--- config.mk ---
export PLATFORM = sky130hd
export DESIGN_NAME = uart_int1_fabric_reset_ctrl
export DESIGN_NICKNAME = d
export VERILOG_FILES = /design/src/rtl/uart_int1_fabric_reset_ctrl.sv
export SDC_FILE = /design/constraint.sdc
export NUM_CORES = 1
export LEC_CHECK = 0
export CAP_MARGIN = 20
export CORE_MARGIN = 2
export CORE_UTILIZATION = 57
export DETAILED_ROUTE_END_ITERATION = 6
export GPL_ROUTABILITY_DRIVEN = 0
export GPL_TIMING_DRIVEN = 0
export HOLD_SLACK_MARGIN = 0.02
export PLACE_DENSITY = 0.94
export SKIP_LAST_GASP = 1
export SYNTH_ARGS = -nofsm -noshare
export SYNTH_HDL_FRONTEND = slang
export SYNTH_SLANG_ARGS = --single-unit
--- constraint.sdc ---
create_clock -name GL0 -period 2.6 [get_ports GL0]
set_input_delay 0.39 -clock GL0 [delete_from_list [all_inputs] [get_ports GL0]]
set_output_delay 0.39 -clock GL0 [all_outputs]
set_load 0.005 [all_outputs]
--- src/rtl/uart_int1_fabric_reset_ctrl.sv ---
// Fabric reset controller for the UART_INT1 fabric: waits for a stable FCCC lock, then releases FAB_RESET_N.
// Optional build macro FAB_RESET_LOCK_FILTER_EN adds a lock-low glitch filter in RUN.
module uart_int1_fabric_reset_ctrl #(
    parameter int LOCK_STABLE_CYCLES = 1024,
    parameter int RST_HOLD_CYCLES    = 16,
    parameter int SYNC_STAGES        = 2,
    parameter int LOSS_CNT_W         = 8,
    parameter int LOCK_FILTER_CYCLES = 4
) (
    input  logic                  GL0,
    input  logic                  POWER_ON_RESET_N,
    input  logic                  LOCK,
    input  logic                  EXT_RESET_N,
    input  logic                  SW_RESET_REQ,
    input  logic                  CLR_STATUS,
    output logic                  FAB_RESET_N,
    output logic                  READY,
    output logic                  LOCK_LOST,
    output logic [LOSS_CNT_W-1:0] LOCK_LOSS_CNT,
    output logic [2:0]            STATE
);

    typedef enum logic [2:0] {
        ST_RESET     = 3'd0,
        ST_WAIT_LOCK = 3'd1,
        ST_STABLE    = 3'd2,
        ST_RELEASE   = 3'd3,
        ST_RUN       = 3'd4
    } state_e;

    localparam int MAX_CNT = (LOCK_STABLE_CYCLES > RST_HOLD_CYCLES) ? LOCK_STABLE_CYCLES : RST_HOLD_CYCLES;
    localparam int CNT_W   = $clog2(MAX_CNT);
    localparam logic [CNT_W-1:0]      STABLE_LAST = CNT_W'(LOCK_STABLE_CYCLES - 1);
    localparam logic [CNT_W-1:0]      HOLD_LAST   = CNT_W'(RST_HOLD_CYCLES - 1);
    localparam logic [LOSS_CNT_W-1:0] LOSS_MAX    = {LOSS_CNT_W{1'b1}};

    logic [SYNC_STAGES-1:0] lock_sync_q;
    logic [SYNC_STAGES-1:0] ext_sync_q;
    logic                   lock_s;
    logic                   ext_s;
    logic                   loss_s;
    logic                   loss_evt_s;

    state_e                 state_q, state_d;
    logic [CNT_W-1:0]       cnt_q, cnt_d;
    logic                   fab_q;
    logic                   ready_q;
    logic                   lost_q, lost_d;
    logic [LOSS_CNT_W-1:0]  lcnt_q, lcnt_d;
    logic [LOSS_CNT_W-1:0]  lcnt_base_s;

    // Two-flop style synchronisers for the asynchronous LOCK and EXT_RESET_N inputs
    always_ff @(posedge GL0 or negedge POWER_ON_RESET_N) begin
        if (!POWER_ON_RESET_N) begin
            lock_sync_q <= '0;
            ext_sync_q  <= '0;
        end else begin
            lock_sync_q <= {lock_sync_q[SYNC_STAGES-2:0], LOCK};
            ext_sync_q  <= {ext_sync_q[SYNC_STAGES-2:0], EXT_RESET_N};
        end
    end

    assign lock_s = lock_sync_q[SYNC_STAGES-1];
    assign ext_s  = ext_sync_q[SYNC_STAGES-1];

`ifdef FAB_RESET_LOCK_FILTER_EN
    localparam int FILT_W = $clog2(LOCK_FILTER_CYCLES + 1);
    localparam logic [FILT_W-1:0] FILT_LAST = FILT_W'(LOCK_FILTER_CYCLES - 1);

    logic [FILT_W-1:0] filt_q, filt_d;

    // Loss is declared only on the last of LOCK_FILTER_CYCLES consecutive low cycles in RUN
    assign loss_s = (state_q == ST_RUN) && !lock_s && (filt_q == FILT_LAST);

    // Consecutive lock-low counter; restarts on lock high or when RUN is left
    always_comb begin
        filt_d = '0;
        if ((state_d == ST_RUN) && !lock_s) begin
            filt_d = filt_q + FILT_W'(1);
        end else begin
            filt_d = '0;
        end
    end

    // Filter counter register
    always_ff @(posedge GL0 or negedge POWER_ON_RESET_N) begin
        if (!POWER_ON_RESET_N) begin
            filt_q <= '0;
        end else begin
            filt_q <= filt_d;
        end
    end
`else
    assign loss_s = (state_q == ST_RUN) && !lock_s;
`endif

    assign loss_evt_s = loss_s && ext_s;

    // Next-state logic: external reset dominates, then lock loss, then software request
    always_comb begin
        state_d = state_q;
        cnt_d   = cnt_q;
        if (!ext_s) begin
            state_d = ST_RESET;
            cnt_d   = '0;
        end else begin
            case (state_q)
                ST_RESET: begin
                    state_d = ST_WAIT_LOCK;
                    cnt_d   = '0;
                end
                ST_WAIT_LOCK: begin
                    cnt_d = '0;
                    if (lock_s) begin
                        state_d = ST_STABLE;
                    end else begin
                        state_d = ST_WAIT_LOCK;
                    end
                end
                ST_STABLE: begin
                    if (!lock_s) begin
                        state_d = ST_WAIT_LOCK;
                        cnt_d   = '0;
                    end else if (cnt_q == STABLE_LAST) begin
                        state_d = ST_RELEASE;
                        cnt_d   = '0;
                    end else begin
                        cnt_d = cnt_q + CNT_W'(1);
                    end
                end
                ST_RELEASE: begin
                    if (!lock_s) begin
                        state_d = ST_WAIT_LOCK;
                        cnt_d   = '0;
                    end else if (cnt_q == HOLD_LAST) begin
                        state_d = ST_RUN;
                        cnt_d   = '0;
                    end else begin
                        cnt_d = cnt_q + CNT_W'(1);
                    end
                end
                ST_RUN: begin
                    cnt_d = '0;
                    if (loss_s) begin
                        state_d = ST_WAIT_LOCK;
                    end else if (SW_RESET_REQ) begin
                        state_d = ST_RELEASE;
                    end else begin
                        state_d = ST_RUN;
                    end
                end
                default: begin
                    state_d = ST_RESET;
                    cnt_d   = '0;
                end
            endcase
        end
    end

    // Sticky status: a clear and a loss in the same cycle leave the loss recorded
    always_comb begin
        lost_d      = lost_q;
        lcnt_base_s = lcnt_q;
        if (CLR_STATUS) begin
            lost_d      = 1'b0;
            lcnt_base_s = '0;
        end else begin
            lcnt_base_s = lcnt_q;
        end
        if (loss_evt_s) begin
            lost_d = 1'b1;
            lcnt_d = (lcnt_base_s == LOSS_MAX) ? lcnt_base_s : lcnt_base_s + LOSS_CNT_W'(1);
        end else begin
            lcnt_d = lcnt_base_s;
        end
    end

    // State, counters and registered outputs
    always_ff @(posedge GL0 or negedge POWER_ON_RESET_N) begin
        if (!POWER_ON_RESET_N) begin
            state_q <= ST_RESET;
            cnt_q   <= '0;
            fab_q   <= 1'b0;
            ready_q <= 1'b0;
            lost_q  <= 1'b0;
            lcnt_q  <= '0;
        end else begin
            state_q <= state_d;
            cnt_q   <= cnt_d;
            fab_q   <= (state_d == ST_RUN);
            ready_q <= (state_d == ST_RUN);
            lost_q  <= lost_d;
            lcnt_q  <= lcnt_d;
        end
    end

    assign FAB_RESET_N   = fab_q;
    assign READY         = ready_q;
    assign LOCK_LOST     = lost_q;
    assign LOCK_LOSS_CNT = lcnt_q;
    assign STATE         = state_q;

endmodule
Yosys cells after proc, flatten, opt, wreduce, memory -nomap -nowiden --
Index checks and enable logic that the tools add are counted.
Operators by class: add/sub/neg operators 2, $mul 0, div/mod/pow operators 0, magnitude comparators 0, eq/ne operators 8, shifts and indexed selects 0, muxes and demuxes 20, bitwise operators 0, reduce and logical (&&, ||, !) cells 5
Operators with widths (number):
- $mux W10 | 5
- $mux W8 | 3
- $mux W3 | 7
- $pmux W10 S2 | 1
- $pmux W3 S5 | 1
- $add A10 B1 Y10 const B | 1
- $eq A10 B10 Y1 const B | 1
- $eq A10 B4 Y1 const B | 1
- $add A8 B1 Y8 const B | 1
- $eq A8 B8 Y1 const B | 1
- $eq A3 B2 Y1 const B | 2
- $eq A3 B3 Y1 const B | 2
- $eq A3 B1 Y1 const B | 1
- $logic_not A3 Y1 | 1
- $logic_and A1 B1 Y1 | 2
- $mux W1 | 2
- $mux W2 | 1
- $reduce_bool A2 Y1 | 1
- $logic_not A1 Y1 | 1
Word-level totals: flip-flop bits (word level) 27, latch bits 0, bits in writable memories 0, bits in read-only memories 0, input bits 6, output and inout bits 14, word-level logic and storage cells 42, memories kept 0

Longest topological paths before layout --
word-level depth 6, gate-level depth with buffers 7

Least setup slack after synthesis --
OpenSTA, ideal clock, no wires.
kind input-to-reg, start point input port CLR_STATUS, end point register lcnt_q[1], in the netlist LOCK_LOSS_CNT[1], library setup time 0.128 ns, arrival 1.673 ns, data required time 2.472 ns, setup slack 0.799 ns, stages 6, cell sequence clkbuf_1 nor2b_1 ha_1 and4b_1 a21oi_2 mux2_1
On the way: word-level cells in the longest chain between the ends 4, elaborated cells on any way between the ends 5, those cells by class add/sub (1); eq/ne (1); mux (3)
Ends and longest elaborated chain:
- from (decl) | line 15 | input logic CLR_STATUS,
- $mux W8 * | line 164 | if (CLR_STATUS) begin
- $add A8 B1 Y8 / $eq A8 B8 Y1 (equally long branches) | line 172 | lcnt_d = (lcnt_base_s == LOSS_MAX) ? lcnt_base_s : lcnt_base_s + LOSS_CNT_W'(1);
- $mux W8 | line 172
- $mux W8 * | line 170 | if (loss_evt_s) begin
- via lcnt_d[1] | line 49 | logic [LOSS_CNT_W-1:0] lcnt_q, lcnt_d;
- to (signal assigned) | line 193 | lcnt_q <= lcnt_d;
- to (decl) | line 49
Mark *: on every way through the listed nets, which the timed path passes. The rest lies on a longest branch. A chain may end at the register's enable or synchronous reset.

Final worst setup path --
Same ends and word-level chain as after synthesis.

==> impl_metrics.py <==
metrics = {
    "final_layout": {
        "nets": 163,
        "fillCellCount": 150,
        "diodes": 0,
        "stdcell_area_mm2": 0.00161,
        "area_growth_syn_to_layout_pct": 19.8,
        "drive_above_1_share_pct": 6.49,
    },
    "worst_setup_path": {
        "cp_top_family": "buffers and inverters",
        "crit_type": "in2reg",
        "cp.required_ps": 2820,
        "cp_max_fo": 10,
        "crit_path_end_kind": "register",
        "timing.critical_path.buf_inv": 2,
        "max_stage_delay_ps": 510,
        "cp_cell_sequence": "clkdlybuf4s50_1, clkbuf_1, nor2b_1, ha_1, and4b_1, a21oi_2, mux2_1",
        "start_kind": "input pin",
        "critical_path_arrival_ps": 2440,
        "cp_slowest_cell": "clkdlybuf4s50_1",
    },
    "synthesis": {
        "syn-cell-area_mm2": 0.00135,
        "synthTopCellsByCount": "dfrtp_1, nand2_1, nor2_1, nor3_1, nor2b_1",
        "synthCells": 130,
        "synth_most_common_cell": "dfrtp_1",
        "avgSynthCellArea_um2": 10.4,
        "yosysTopAreaCellShare_pct": 50.2,
        "synth_seq_area_share_pct": 50.2,
        "syn_nets": 138,
        "synth_warnings": 0,
        "synth.top_cells.by_area": "dfrtp_1, nor3_1, xor2_1, nand2_1, nor2b_1",
        "yosys_most_used_dff": "dfrtp_1",
        "synth_edf_count": 0,
        "ys_types": 39,
        "synth_top_area_cell": "dfrtp_1",
        "async_flop_share_pct": 100,
        "ys_ff_latch": 27,
    },
    "floorplanning": {
        "ioPinCount": 20,
        "start_util_pct": 60.3,
        "die_x_um": 52.6,
        "core_mm2": 0.00223,
        "fp.dieH_um": 52.6,
        "rows": 17,
        "die-area_mm2": 0.00277,
    },
    "hold_path": {
        "hp-class": "reg2reg",
    },
    "route": {
        "drc_errors": 0,
        "postRouteWirelength_mm": 2.69,
        "viasPerCell": 5.97,
        "vias": 1087,
        "drt-initial-drc-count": 24,
        "wl_per_cell_um": 14.8,
        "ant_nets": 0,
        "drtPass1Iterations": 4,
    },
    "cts": {
        "tritoncts.num_buffers": 3,
        "postCtsSetupBuffers": 0,
        "clkTransAtPathRegs_ps": 140,
        "hold_buffers": 0,
        "worstSkewPairLatency_ps": 320,
        "cts_tree": "done",
        "h-tree-depth": 1,
        "root_buffer": "clkbuf_4",
        "clk_path_buf_depth": 2,
        "clkSinkCount": 27,
        "ctsResizeCount": 0,
    },
    "grt": {
        "grt_start_max_net_pins": 16,
        "antenna_found_initial": 0,
        "grt-ovfl-total": 0,
        "grt_pass1_vias": 1050,
        "track_usage_pct": 22.4,
        "grt_first_pass_wirelength_mm": 4.62,
    },
    "sta": {
        "worstMarginPinSlew_ps": 601,
        "period_minus_slack_ps": 2220,
        "setup_viol": 0,
        "setup_slack_ps": 383,
        "period_share_pct": 85.3,
        "worst_clock_skew_ps": 3.08,
        "rsz0062_at_grt": "no",
        "finalMaxSlewViolations": 0,
        "fmax_ghz": 0.451,
        "hold_viol": 0,
        "slew_headroom_pct": 59.8,
        "tns_ps": 0,
    },
    "run_status": {
        "status": "completed",
    },
    "placed_design": {
        "dp_hpwl_mm": 2.08,
        "io_buffer_count": 19,
        "pre_cts_slack_ps": 42.0,
        "post_dp_cell_area_mm2": 0.00159,
    },
    "flow_run": {
        "maxCapViolCount": 0,
    },
    "power_and_ir_drop": {
        "p_leak_nw": 0.677,
        "ir_drop_uv": 346,
        "p_per_area_mw_per_mm2": 406,
    },
}
## layer usage
layer	wire [um]	vias to the layer above	part of all wire (%)	track usage, %
met5	0	-	0	0
met2	1360	44	50	37.7
met1	1160	513	43	29.1
met3	146	4	5.4	4.29
li1	-	526	-	-
met4	27	0	1.0	6.84
## final cells by class
| cell class | instances | area, um^2 | area share, % |
|---|---|---|---|
| repair buffers | 20 | 205 | 12.7 |
| inverters | 3 | 11.3 | 0.698 |
| plain buffers | 2 | 11.3 | 0.698 |
| well taps | 28 | 35.0 | 2.17 |
| multi-input cells | 98 | 648 | 40.2 |
| flip-flops and latches | 27 | 676 | 41.9 |
| clock buffers | 4 | 26.3 | 1.63 |
## kinds of logic (layout without fill, tap and decap cells)
kind of cell | after synthesis | in the layout | synth area share (%)
AOI/OAI and AO/OA | 21 | 21 | 10.5
buffers and inverters | 5 | 29 | 1.67
xor gates and xnor gates | 9 | 9 | 5.85
DFF | 27 | 27 | 50.2
muxes | 1 | 1 | 0.836
and+or+nand+nor | 65 | 65 | 29.1
adders and majority gates | 2 | 2 | 1.86
## metrics by stage
stage	instances	power, mW	util [%]	hold slack [ps]
after floorplan	130	0.455	-	94.4
after global placement	177	0.478	70.4	337
after detailed placement	178	0.483	71.0	339
after CTS	182	0.659	72.2	371
after global routing	182	0.682	72.2	374
final	182	0.654	72.2	373
## state kept, by name, summed over array words and instances, names as in the netlist
register / count
READY: 1
LOCK_LOST: 1
cnt_q: 10
STATE: 3
LOCK_LOSS_CNT: 8
ext_sync_q: 2
lock_sync_q: 2
## worst reg2reg max path: stages, from the launching register on
cell,delay (ps)
dfrtp_1,420
nor2b_1,240
ha_1,230
and4b_1,260
and3_1,190
a31oi_1,100
a211oi_1,300
## power breakdown
part | switching (mW) | leakage, nW | total [mW] | internal, mW
Combinational | 0.0220 | 0.297 | 0.0415 | 0.0195
Sequential | 0.00759 | 0.366 | 0.433 | 0.425
Clock | 0.120 | 0.0150 | 0.180 | 0.0601
## final timing paths
path | cells past startpoint | to | slack, ps | from
min reg2reg | 0 | ext_sync_q[1] | 370 | ext_sync_q[0]
max reg2reg | 6 | LOCK_LOSS_CNT[6] | 760 | LOCK_LOSS_CNT[0]
max in group asynchronous | 2 | cnt_q[3] | 1660 | POWER_ON_RESET_N
max | 7 | LOCK_LOSS_CNT[1] | 380 | CLR_STATUS
min in group asynchronous | 1 | LOCK_LOSS_CNT[5] | 430 | POWER_ON_RESET_N
min | 0 | ext_sync_q[1] | 370 | ext_sync_q[0]
## cell usage in the layout (no fill, tap or decap), types with 3 or more instances in the layout
master	n
nor2_1	9
xnor2_1	4
dfrtp_1	27
nand2_1	11
inv_1	3
nand3_1	5
clkbuf_4	3
a21oi_1	5
nor3_1	9
and3_1	3
nand3b_1	4
a31oi_1	3
clkdlybuf4s50_1	19
xor2_1	5
nor2b_1	6
Note: power is estimated with default switching activity, not from simulation.
